<file path="config.mk">
export PLATFORM = sky130hd
export DESIGN_NAME = cavlc_scan_ctrl
export DESIGN_NICKNAME = d
export VERILOG_FILES = /design/src/rtl/cavlc_scan_ctrl.sv
export SDC_FILE = /design/constraint.sdc
export NUM_CORES = 1
export LEC_CHECK = 0
export ABC_AREA = 1
export CORE_MARGIN = 3
export CORE_UTILIZATION = 55
export CTS_BUF_LIST = sky130_fd_sc_hd__clkbuf_8 sky130_fd_sc_hd__clkbuf_16
export CTS_CLUSTER_SIZE = 14
export DETAILED_ROUTE_END_ITERATION = 8
export DONT_BUFFER_PORTS = 1
export GPL_TIMING_DRIVEN = 0
export PLACE_DENSITY = 0.7
export SETUP_SLACK_MARGIN = 0.02
export SYNTH_ARGS = -nofsm -noshare
export SYNTH_HDL_FRONTEND = slang
export SYNTH_SLANG_ARGS = --single-unit
</file>
<file path="constraint.sdc">
create_clock -name clk -period 3.1 [get_ports clk]
set_input_delay 0.62 -clock clk [delete_from_list [all_inputs] [get_ports clk]]
set_output_delay 0.62 -clock clk [all_outputs]
set_load 0.05 [all_outputs]
</file>
<file path="src/rtl/cavlc_scan_ctrl.sv">
// Reverse-zigzag scan sequencer for CAVLC statistics: drives the shared coefficient counter and tracks TotalZeros.
// TrailingOnes/sign tracking is present only when CAVLC_T1_DETECT_EN is defined.
module cavlc_scan_ctrl #(
  parameter int COEFF_W = 8
) (
  input  logic               clk,
  input  logic               rst,
  input  logic               h264_reset,
  input  logic               start_i,
  input  logic [1:0]         block_type_i,
  output logic               start_ready_o,
  output logic               coeff_rd_o,
  output logic [3:0]         coeff_addr_o,
  input  logic [COEFF_W-1:0] coeff_rdata_i,
  output logic               cnt_rst_o,
  output logic               start_cnt_o,
  output logic [COEFF_W-1:0] coeff_o,
  input  logic [4:0]         total_coeff_cnt_i,
  output logic               out_valid_o,
  input  logic               out_ready_i,
  output logic [4:0]         total_coeff_o,
  output logic [1:0]         trailing_ones_o,
  output logic [2:0]         t1_signs_o,
  output logic [3:0]         total_zeros_o,
  output logic               busy_o
);

  typedef enum logic [2:0] {
    IDLE  = 3'd0,
    CLR   = 3'd1,
    SCAN  = 3'd2,
    DRAIN = 3'd3,
    DONE  = 3'd4
  } state_e;

  state_e     state_q, state_d;
  logic [3:0] addr_q, addr_d;
  logic       bot_q, bot_d;
  logic       seen_nz_q, seen_nz_d;
  logic [3:0] tz_q, tz_d;

  logic srst;
  logic fwd;
  logic nz;

  assign srst = rst | h264_reset;
  // Data returned for the previous cycle's read is consumed in SCAN and DRAIN.
  assign fwd  = (state_q == SCAN) || (state_q == DRAIN);
  assign nz   = |coeff_rdata_i;

  always_ff @(posedge clk) begin
    if (srst) begin
      state_q   <= IDLE;
      addr_q    <= 4'd0;
      bot_q     <= 1'b0;
      seen_nz_q <= 1'b0;
      tz_q      <= 4'd0;
    end else begin
      state_q   <= state_d;
      addr_q    <= addr_d;
      bot_q     <= bot_d;
      seen_nz_q <= seen_nz_d;
      tz_q      <= tz_d;
    end
  end

  always_comb begin
    state_d   = state_q;
    addr_d    = addr_q;
    bot_d     = bot_q;
    seen_nz_d = seen_nz_q;
    tz_d      = tz_q;
    case (state_q)
      IDLE: begin
        if (start_i) begin
          state_d = CLR;
          addr_d  = (block_type_i == 2'd2) ? 4'd3 : 4'd15;
          bot_d   = (block_type_i == 2'd1);
        end
      end
      CLR: begin
        state_d   = SCAN;
        addr_d    = addr_q - 4'd1;
        seen_nz_d = 1'b0;
        tz_d      = 4'd0;
      end
      SCAN: begin
        addr_d = addr_q - 4'd1;
        if (addr_q == {3'b000, bot_q}) state_d = DRAIN;
      end
      DRAIN:   state_d = DONE;
      DONE:    if (out_ready_i) state_d = IDLE;
      default: state_d = IDLE;
    endcase
    if (fwd) begin
      if (nz) seen_nz_d = 1'b1;
      else if (seen_nz_q && (tz_q != 4'd15)) tz_d = tz_q + 4'd1;
    end
  end

`ifdef CAVLC_T1_DETECT_EN
  logic       t1_open_q, t1_open_d;
  logic [1:0] t1_cnt_q, t1_cnt_d;
  logic [2:0] t1_sgn_q, t1_sgn_d;
  logic       is_one;

  assign is_one = (coeff_rdata_i == COEFF_W'(1)) || (&coeff_rdata_i);

  always_ff @(posedge clk) begin
    if (srst) begin
      t1_open_q <= 1'b0;
      t1_cnt_q  <= 2'd0;
      t1_sgn_q  <= 3'd0;
    end else begin
      t1_open_q <= t1_open_d;
      t1_cnt_q  <= t1_cnt_d;
      t1_sgn_q  <= t1_sgn_d;
    end
  end

  // Zeros leave the window open; any other nonzero or the third +/-1 closes it.
  always_comb begin
    t1_open_d = t1_open_q;
    t1_cnt_d  = t1_cnt_q;
    t1_sgn_d  = t1_sgn_q;
    if (state_q == CLR) begin
      t1_open_d = 1'b1;
      t1_cnt_d  = 2'd0;
      t1_sgn_d  = 3'd0;
    end else if (fwd && t1_open_q && nz) begin
      if (is_one && (t1_cnt_q != 2'd3)) begin
        case (t1_cnt_q)
          2'd0:    t1_sgn_d[0] = coeff_rdata_i[COEFF_W-1];
          2'd1:    t1_sgn_d[1] = coeff_rdata_i[COEFF_W-1];
          default: t1_sgn_d[2] = coeff_rdata_i[COEFF_W-1];
        endcase
        t1_cnt_d = t1_cnt_q + 2'd1;
        if (t1_cnt_q == 2'd2) t1_open_d = 1'b0;
      end else begin
        t1_open_d = 1'b0;
      end
    end
  end
`endif

  always_comb begin
    start_ready_o   = 1'b0;
    busy_o          = 1'b0;
    cnt_rst_o       = 1'b0;
    coeff_rd_o      = 1'b0;
    coeff_addr_o    = 4'd0;
    start_cnt_o     = 1'b0;
    coeff_o         = '0;
    out_valid_o     = 1'b0;
    total_coeff_o   = 5'd0;
    trailing_ones_o = 2'd0;
    t1_signs_o      = 3'd0;
    total_zeros_o   = 4'd0;
    case (state_q)
      IDLE: start_ready_o = 1'b1;
      CLR: begin
        busy_o       = 1'b1;
        cnt_rst_o    = 1'b1;
        coeff_rd_o   = 1'b1;
        coeff_addr_o = addr_q;
      end
      SCAN: begin
        busy_o       = 1'b1;
        coeff_rd_o   = 1'b1;
        coeff_addr_o = addr_q;
        start_cnt_o  = 1'b1;
        coeff_o      = coeff_rdata_i;
      end
      DRAIN: begin
        busy_o      = 1'b1;
        start_cnt_o = 1'b1;
        coeff_o     = coeff_rdata_i;
      end
      DONE: begin
        busy_o        = 1'b1;
        out_valid_o   = 1'b1;
        total_coeff_o = total_coeff_cnt_i;
        total_zeros_o = tz_q;
`ifdef CAVLC_T1_DETECT_EN
        trailing_ones_o = t1_cnt_q;
        t1_signs_o      = t1_sgn_q;
`endif
      end
      default: ;
    endcase
  end

endmodule
</file>
==> flow_summary.toml <==
[clocking]
clk_pin_slew_ps = 60
clockRootBuffer = "clkbuf_8"
cts_num_sinks = 13
cts_buffers = 3
post_cts_resize_count = 0
tritoncts = "built"
clockBufferDepth = 2
postCtsSetupBuffers = 0
insertion_delay_ps = 250
htree_levels = 1
hold_buffers = 0

[power]
ir_drop_uv = 297
p_leak_nw = 0.548
cellPowerDensity_mw_per_mm2 = 393

[worst_setup_path]
cp_data_required_time_ps = 2480
slowest_stage = "nor2_1"
path_max_fanout = 6
worstSetupStartpointType = "register"
reg2regPathDepth = 5
cp.arrival_ps = 1920
crit_chain = "nor2_2 -> nand2_2 -> nand2_4 -> inv_6 -> nor2_1"
critPathKind = "register to primary output"
end_kind = "primary output"
slowest_delay_ps = 680

[floorplan]
die_h_um = 49.0
row_count = 14
core_mm2 = 0.00163
dieArea_mm2 = 0.00240
start_util = 0.625
die_w_um = 49.0
ios = 52

[cells_and_area]
area_growth_pct = 8.84
final.fill_count = 158
insertedDiodeCount = 0
drive_gt1_frac = 0.170
fin_nets = 194
postLayoutCellArea_mm2 = 0.00111

[route]
wl_mm = 2.16
drc = 0
num_vias = 946
route.detailed.wl_per_inst_um = 11.1
first_pass_iters = 4
drt_iter0_markers = 20
drtAntennaViolNets = 0
avgViaCountPerCell = 4.85

[timing]
slew_violations = 0
clock.fmax_mhz = 394
worstMarginPinSlew_ps = 895
rsz0062_at_grt = "false"
relSlewSlack = 0.401
setup_tns_ps = 0
fin_skew_ps = 0.913
hold-worst-slack_ps = 479
finalHoldViolCount = 0
fin_crit_sh = 0.818
setup_viol = 0
period_needed_ps = 2540

[yosys]
synth.avg_cell_area_um2 = 6.25
yosysSeqAreaShare = 0.256
ys_warn_count = 0
synthFlopType = "dfxtp_1"
synth-async-reset-ratio = 0
netlist_instances = 163
yosys.cell_count.top_type = "nor2_1"
ys_types = 28
synth_top_cell_by_area = "dfxtp_1"
syn_area_mm2 = 0.00102
synth_area_leaders = "dfxtp_1 26%, nor2_1 14%, inv_1 11%"
synth-seq-cells = 13
synth_enable_flop_cells = 0
ys_top_cells_by_count = "37 x nor2_1, 29 x inv_1, 28 x nand2_1"
synth_top_area_share = 0.256

[placement]
gp_congestion = 0.800
hpwl_mm = 1.71
port_buffers = 0
placed_area_mm2 = 0.00106

[global_route]
grt_pass1_wl_mm = 3.55
grt_pass1_vias = 836
grt_max_degree = 11
antenna_found_initial = 0
grt_usage = 0.187
overflow = 0

[worst_hold_path]
worstHoldPathCells = 2
hold_path_class = "register to register"

[status]
status = "completed"

[job]
cap_violations = 0
==> layout make-up <==
class / count / area (µm²) / area share
multi-input combinational: 115 / 592 / 0.534
sequential: 13 / 260 / 0.235
inverter: 32 / 128 / 0.115
buffer: 7 / 53.8 / 0.0485
clock buffer: 3 / 41.3 / 0.0372
tap: 24 / 30.0 / 0.0271
clock inverter: 1 / 3.75 / 0.00339
==> metrics by stage <==
step / utilization / setup WS, ps / std cells / power [mW]
after floorplan: - / 941 / 167 / 0.272
after global placement: 0.653 / 852 / 191 / 0.281
after detailed placement: 0.653 / 841 / 191 / 0.283
after CTS: 0.680 / 565 / 195 / 0.438
after global routing: 0.680 / 487 / 195 / 0.457
final: 0.680 / 565 / 195 / 0.436
==> cell usage in the layout (no fill, tap or decap), types with 2 or more instances in the layout <==
cell      instances
a21oi_1           9
a21oi_2           2
buf_4             5
clkbuf_8          3
conb_1            5
dfxtp_1          13
ha_1              2
inv_1            30
nand2_1          28
nand2_2           3
nand3_1           9
nand3b_1          3
nor2_1           37
nor2_2            3
nor2_4            3
xor2_1            3
==> registers in the layout (all words and copies together), names as in the netlist <==
signal,count
addr_q,4
tz_q,4
state_q,3
bot_q,1
seen_nz_q,1
==> critical path: cells and delay by family (launching register included) <==
kind,cells,cell delay [ps]
simple gates,4,1220
flops,1,370
buf+inv,1,70
==> power by group <==
group          switching, mW  leakage, nW  internal, mW  total, mW
clock                 0.0686       0.0269        0.0878      0.156
sequential           0.00498        0.106         0.172      0.177
combinational         0.0769        0.416        0.0255      0.102
total                  0.150        0.548         0.285      0.436
==> cells by family after synthesis <==
group,after synthesis,share of synthesized area
buffers and inverters,39,0.178
and+or+nand+nor,91,0.429
xor gates and xnor gates,4,0.0344
adders and majority gates,2,0.0246
DFF,13,0.256
AOI/OAI and AO/OA,13,0.0749
other,1,0.00368
==> per-layer routing <==
metal	global-route usage	vias up	share of wire
met5	0	-	0
met4	0.0569	0	0.0065
met3	0.0795	2	0.096
met2	0.292	37	0.47
met1	0.231	412	0.43
li1	-	495	-
==> worst paths after layout <==
path	startpoint	to	slack [ps]
min	seen_nz_q$_SDFF_PP0_	seen_nz_q$_SDFF_PP0_	480
max reg2reg	state_q[2]$_SDFFE_PP0P_	bot_q$_SDFFE_PP0P_	1580
min reg2reg	seen_nz_q$_SDFF_PP0_	seen_nz_q$_SDFF_PP0_	480
max	state_q[2]$_SDFFE_PP0P_	coeff_addr_o[3]	560
(Power assumes the default switching activity.)
==> edit 1: new RTL, same flow settings <==
Register the output `start_cnt_o`; this adds one clock of latency there. The other outputs are not delayed to match.
--- a/src/rtl/cavlc_scan_ctrl.sv
+++ b/src/rtl/cavlc_scan_ctrl.sv
@@ -34,2 +34,4 @@
   } state_e;
+
+  logic start_cnt_d;
 
@@ -151,3 +153,3 @@
     coeff_addr_o    = 4'd0;
-    start_cnt_o     = 1'b0;
+    start_cnt_d     = 1'b0;
     coeff_o         = '0;
@@ -170,3 +172,3 @@
         coeff_addr_o = addr_q;
-        start_cnt_o  = 1'b1;
+        start_cnt_d  = 1'b1;
         coeff_o      = coeff_rdata_i;
@@ -175,3 +177,3 @@
         busy_o      = 1'b1;
-        start_cnt_o = 1'b1;
+        start_cnt_d = 1'b1;
         coeff_o     = coeff_rdata_i;
@@ -192,2 +194,6 @@
 
+  always_ff @(posedge clk) begin
+    start_cnt_o <= start_cnt_d;
+  end
+
 endmodule
Function: changed (a bounded check fails within 4 cycles, from zero or initial values).
==> edit 1 against the unedited design <==
Die area down 5.4%; synthesized area down 6.1%; critical path depth down 1; highest routed layer unchanged; cell area down 5.2%; synthesized cell count down 3.1%; combinational power down 7%; maximum frequency down 16%; sequential cell count up 1; clock power up 11%; power up 5.5%; setup slack worse by 480 ps; wire length down 8.4%; sequential share of layout area up 3.2 points.
==> edit 1: results (changes against the unedited design) <==
H-tree levels=1 (unchanged); clock buffer depth=2 (unchanged); skew final=1.477 ps (+0.5637 ps); ys flop type=dfxtp_1; largest registers=addr_q x4, tz_q x4, state_q x3; crit path max fanout=10 (+4); adder-cell share of the synthesized area=0.02618 (+0.001608); DR vias=918 (-3.0%); Min-Delay Path Depth=2 (unchanged); XOR/XNOR Fraction of Synth Area=0.02749 (-0.006911); R2R Path End=addr_q[0]; status=finished, final reports clean; number of global-route vias before repair=768 (-8.1%); Slew @ Worst Pin=949.6 ps (+54.62 ps); fillcell total=151 (-4.4%); static leakage=0.5701 nW (+4.0%); Port Buf Inserts=0 (unchanged); Hold Startpoint=seen_nz_q; clock transition at the registers of the reported paths=50 ps; first-pass GRT wire length=3118 µm (-12%); Starting DRT DRC Count=15 (-25%); max cap viols=0 (unchanged); initial antenna violation count=0 (unchanged); mux contribution to synthesized area=0 (unchanged); Seq/Total Area, Yosys=0.2932 (+0.03767); pre-CTS WS=321.2 ps (-519.9 ps); largest net degree at the start of global routing=11 (unchanged); VDD IR max=0.0003239 V (+9.0%); Worst Path Arrival=2400 ps (+480 ps); total wire length=1975 µm (-8.4%); Skew-Pair Late Insertion Delay=240 ps; RD Place Congestion=0.7534 (-5.9%); GRT Resource Usage Total=0.1905 (+0.003891); Final #Nets=189 (-2.6%); Commonest cells post-synth=nor2_1 (36), nand2_1 (31), inv_1 (30); largest cells by area after synthesis=dfxtp_1 (29%), nor2_1 (14%), nand2_1 (12%), inv_1 (12%), a21oi_1 (4.2%); synth unique cells=27 (-3.6%); drt pass-1 iters=4 (unchanged); RR Startpoint=state_q[2]; reg-to-reg setup timing slack=1220 ps (-360 ps); CTS root buf=clkbuf_8; post-CTS setup buffer count=0 (unchanged); Placed Instance Area=996.0 µm² (-6.4%); post-synthesis compound-gate area fraction=0.09162 (+0.01668); Warnings, synthesis=0 (unchanged); share of post-route cells with drive strength above 1=0.1205 (-0.04911); Worst Reg-to-Reg Cells=6 (+1); post-detail-place hpwl=1592 µm (-6.7%); post-route cell area=1051 µm² (-5.2%); Hold Path End=seen_nz_q; CTS Buf Count=3 (unchanged); Hold WC Path Type=reg -> reg
-- edit 1: cell types whose count changed after synthesis, moves of 2 or more --
cell      before  now
nand2_1       28   31
nor2_4         3    0
o21ai_0        1    3
a21oi_2        2    0
nand2_2        3    1
nand3_1        9    6
nand4_1        0    2
nand3b_1       3    0
-- edit 1: worst max-delay path by stage --
stage	depth (start not counted)	start	endpoint	slack, ps
after floorplan	4	state_q[2]	total_coeff_o[0]	470
after global placement	4	state_q[2]	total_coeff_o[0]	330
after detailed placement	4	state_q[2]	total_zeros_o[0]	320
after CTS	4	state_q[2]	total_zeros_o[0]	60
after global routing	4	state_q[2]	total_zeros_o[3]	-80
final	4	state_q[2]	total_coeff_o[0]	80
-- edit 1: routing by layer --
| layer | GRT usage | routed length [µm] |
|---|---|---|
| met4 | 0.06452 | 20 |
| met1 | 0.2177 | 825 |
| met3 | 0.04887 | 157 |
| met5 | 0 | 0 |
| met2 | 0.3404 | 971 |
-- edit 1: power breakdown --
group	internal [mW]	leakage (nW)	switching [mW]
Sequential	0.186	0.114	0.00581
Combinational	0.0230	0.428	0.0722
Clock	0.112	0.0288	0.0608
-- edit 1: cell type report --
| type | instances | area share |
|---|---|---|
| clock buffer | 4 | 0.05238 |
| tap | 16 | 0.01905 |
| multi-input combinational | 109 | 0.5012 |
| sequential | 14 | 0.2667 |
| buffer | 6 | 0.04048 |
| inverter | 33 | 0.1202 |
-- edit 1: critical path, cell delays in order, from the launching register on --
cell     delay (ps)
dfxtp_1         330
inv_1           100
nor3_2          730
inv_2           240
nor2_1          750
-- edit 1: cell families (layout without fill, tap and decap cells) --
family,after synthesis,after routing
other cells,1,5
fa+ha+maj,2,2
flops,14,14
xor+xnor,3,3
simple gates,84,84
buf+inv,39,43
compound gates,15,15
-- edit 1: what timing repair did --
action,in CTS,in global routing
endpoints found under the hold margin,0,0
setup endpoints to repair,0,9
resized for setup,0,0
-- edit 1: per-stage QoR --
stage	instances	hold slack, ps
2_1_floorplan	162	441.9
3_3_place_gp	178	462.7
3_5_place_dp	178	460.8
4_1_cts	182	470.6
5_1_grt	182	493.0
6_report	182	469.2
==> edit 2: new RTL, same flow settings <==
Made on the original files. Set the parameter `COEFF_W` to 10 (it was 8).
--- a/src/rtl/cavlc_scan_ctrl.sv
+++ b/src/rtl/cavlc_scan_ctrl.sv
@@ -3,3 +3,3 @@
 module cavlc_scan_ctrl #(
-  parameter int COEFF_W = 8
+  parameter int COEFF_W = 10
 ) (
Ports: changed (resized coeff_o and coeff_rdata_i); port bits go from 52 to 56. No check against the original RTL was run, so the function may have changed too.
==> edit 2 against the unedited design <==
The run now ends with setup timing left; synthesized area is 0.49% lower; setup slack worse by 580 ps; power is 0.99% lower; cell area is 0.23% lower; critical endpoint is now total_coeff_o[2]; core utilization is 0.58 points higher; wire length is 2.6% lower; count of clock-buffer cells in the layout stayed put; sequential cell count stayed put; critical path depth is 1 lower.
==> edit 2: results (changes against the unedited design) <==
max incr delay on CP=780 ps (+100 ps); GRT Resource Usage Total=0.1887 (+0.002045); static leakage=0.5784 nW (+5.5%); VDD IR max=0.0002660 V (-10%); Commonest cells post-synth=nor2_1 (43), nand2_1 (34), inv_1 (32); status=finished, violations left; Worst Path Arrival=2490 ps (+570 ps); number of global-route vias before repair=822 (-1.7%); Setup violations, final=8 (+8); post-detail-place hpwl=1720 µm (+0.82%); largest cells by area after synthesis=dfxtp_1 (26%), nor2_1 (16%), nand2_1 (13%), inv_1 (12%), o21ai_0 (4.0%); first-pass GRT wire length=3643 µm (+2.7%); skew final=3.307 ps (+2.394 ps); Cell Int Power=0.2852 mW (about the same); total wire length=2100 µm (-2.6%); Seq/Total Area, Yosys=0.2568 (+0.001262); pre-CTS WS=234.9 ps (-606.1 ps); DR vias=964 (+1.9%); crit path max fanout=10 (+4); final worst slack=-13.93 ps (-578.7 ps); largest registers=addr_q x4, tz_q x4, state_q x3; post-CTS setup buffer count=0 (unchanged); RD Place Congestion=0.7651 (-4.4%); Slew @ Worst Pin=942.4 ps (+47.39 ps); failing checks=setup timing; share of post-route cells with drive strength above 1=0.1285 (-0.04110); Starting DRT DRC Count=22 (+10%); initial antenna violation count=0 (unchanged); Final #Nets=204 (+5.2%)
[edit 2: cell types whose count changed in the layout (fill, tap and decap cells not counted), moves of 2 or more]
cell / change
a21oi_1: -5
inv_1: +3
inv_2: +2
nand2_1: +6
nand2_2: -2
nand3_1: -3
nand3b_1: -3
nand4_1: +2
nor2_1: +5
o21ai_0: +7
xor2_1: -2
[edit 2: layer usage]
layer / part of all wire / track usage
met3: 0.060 / 0.04587
met1: 0.45 / 0.2481
met4: 0.011 / 0.07109
met2: 0.48 / 0.2964
met5: 0 / 0
[edit 2: final timing paths]
path                    from               end  slack (ps)  depth (start not counted)
hold reg to reg        bot_q             bot_q         460                          2
setup / recovery  state_q[2]  total_coeff_o[2]         -10                          4
hold / removal         bot_q             bot_q         460                          2
setup reg to reg  state_q[0]         addr_q[0]        1130                          5
[edit 2: kinds of logic (layout without fill, tap and decap cells)]
group                      after synthesis  after routing  synth area share
AOI/OAI and AO/OA                       17             17            0.1025
xor gates and xnor gates                 2              2           0.01729
adders and majority gates                2              2           0.02469
buffers and inverters                   43             47            0.1827
DFF                                     13             13            0.2568
other                                    1              5          0.003700
and+or+nand+nor                         93             93            0.4123
[edit 2: metrics by stage]
stage | TNS (ps) | cells | instance area [µm²]
global route | -1199 | 203 | 1106
global placement | 0 | 199 | 1059
finish | -41.12 | 203 | 1106
detailed placement | 0 | 199 | 1059
CTS | -163.7 | 203 | 1104
floorplan | 0 | 175 | 1028
[edit 2: power by group through the flow]
stage | clock network (mW) | registers, mW | logic, mW
after floorplan | 0 | 0.180 | 0.0938
after global placement | 0 | 0.181 | 0.102
after detailed placement | 0 | 0.181 | 0.103
after CTS | 0.155 | 0.177 | 0.103
after global routing | 0.163 | 0.178 | 0.114
final | 0.151 | 0.177 | 0.104
[edit 2: final cells by class]
| class | instances | area, µm² |
|---|---|---|
| Multi-Input combinational cell | 119 | 585.6 |
| Tap cell | 24 | 30.03 |
| Inverter | 37 | 143.9 |
| Fill cell | 154 | 505.5 |
| Buffer | 6 | 41.29 |
| Sequential cell | 13 | 260.3 |
| Clock buffer | 3 | 41.29 |
| Clock inverter | 1 | 3.754 |
[edit 2: critical path, delay by kind of cell (launching register included)]
family        cells  cell delay (ps)
buf+inv           2              540
simple gates      2             1270
flops             1              440
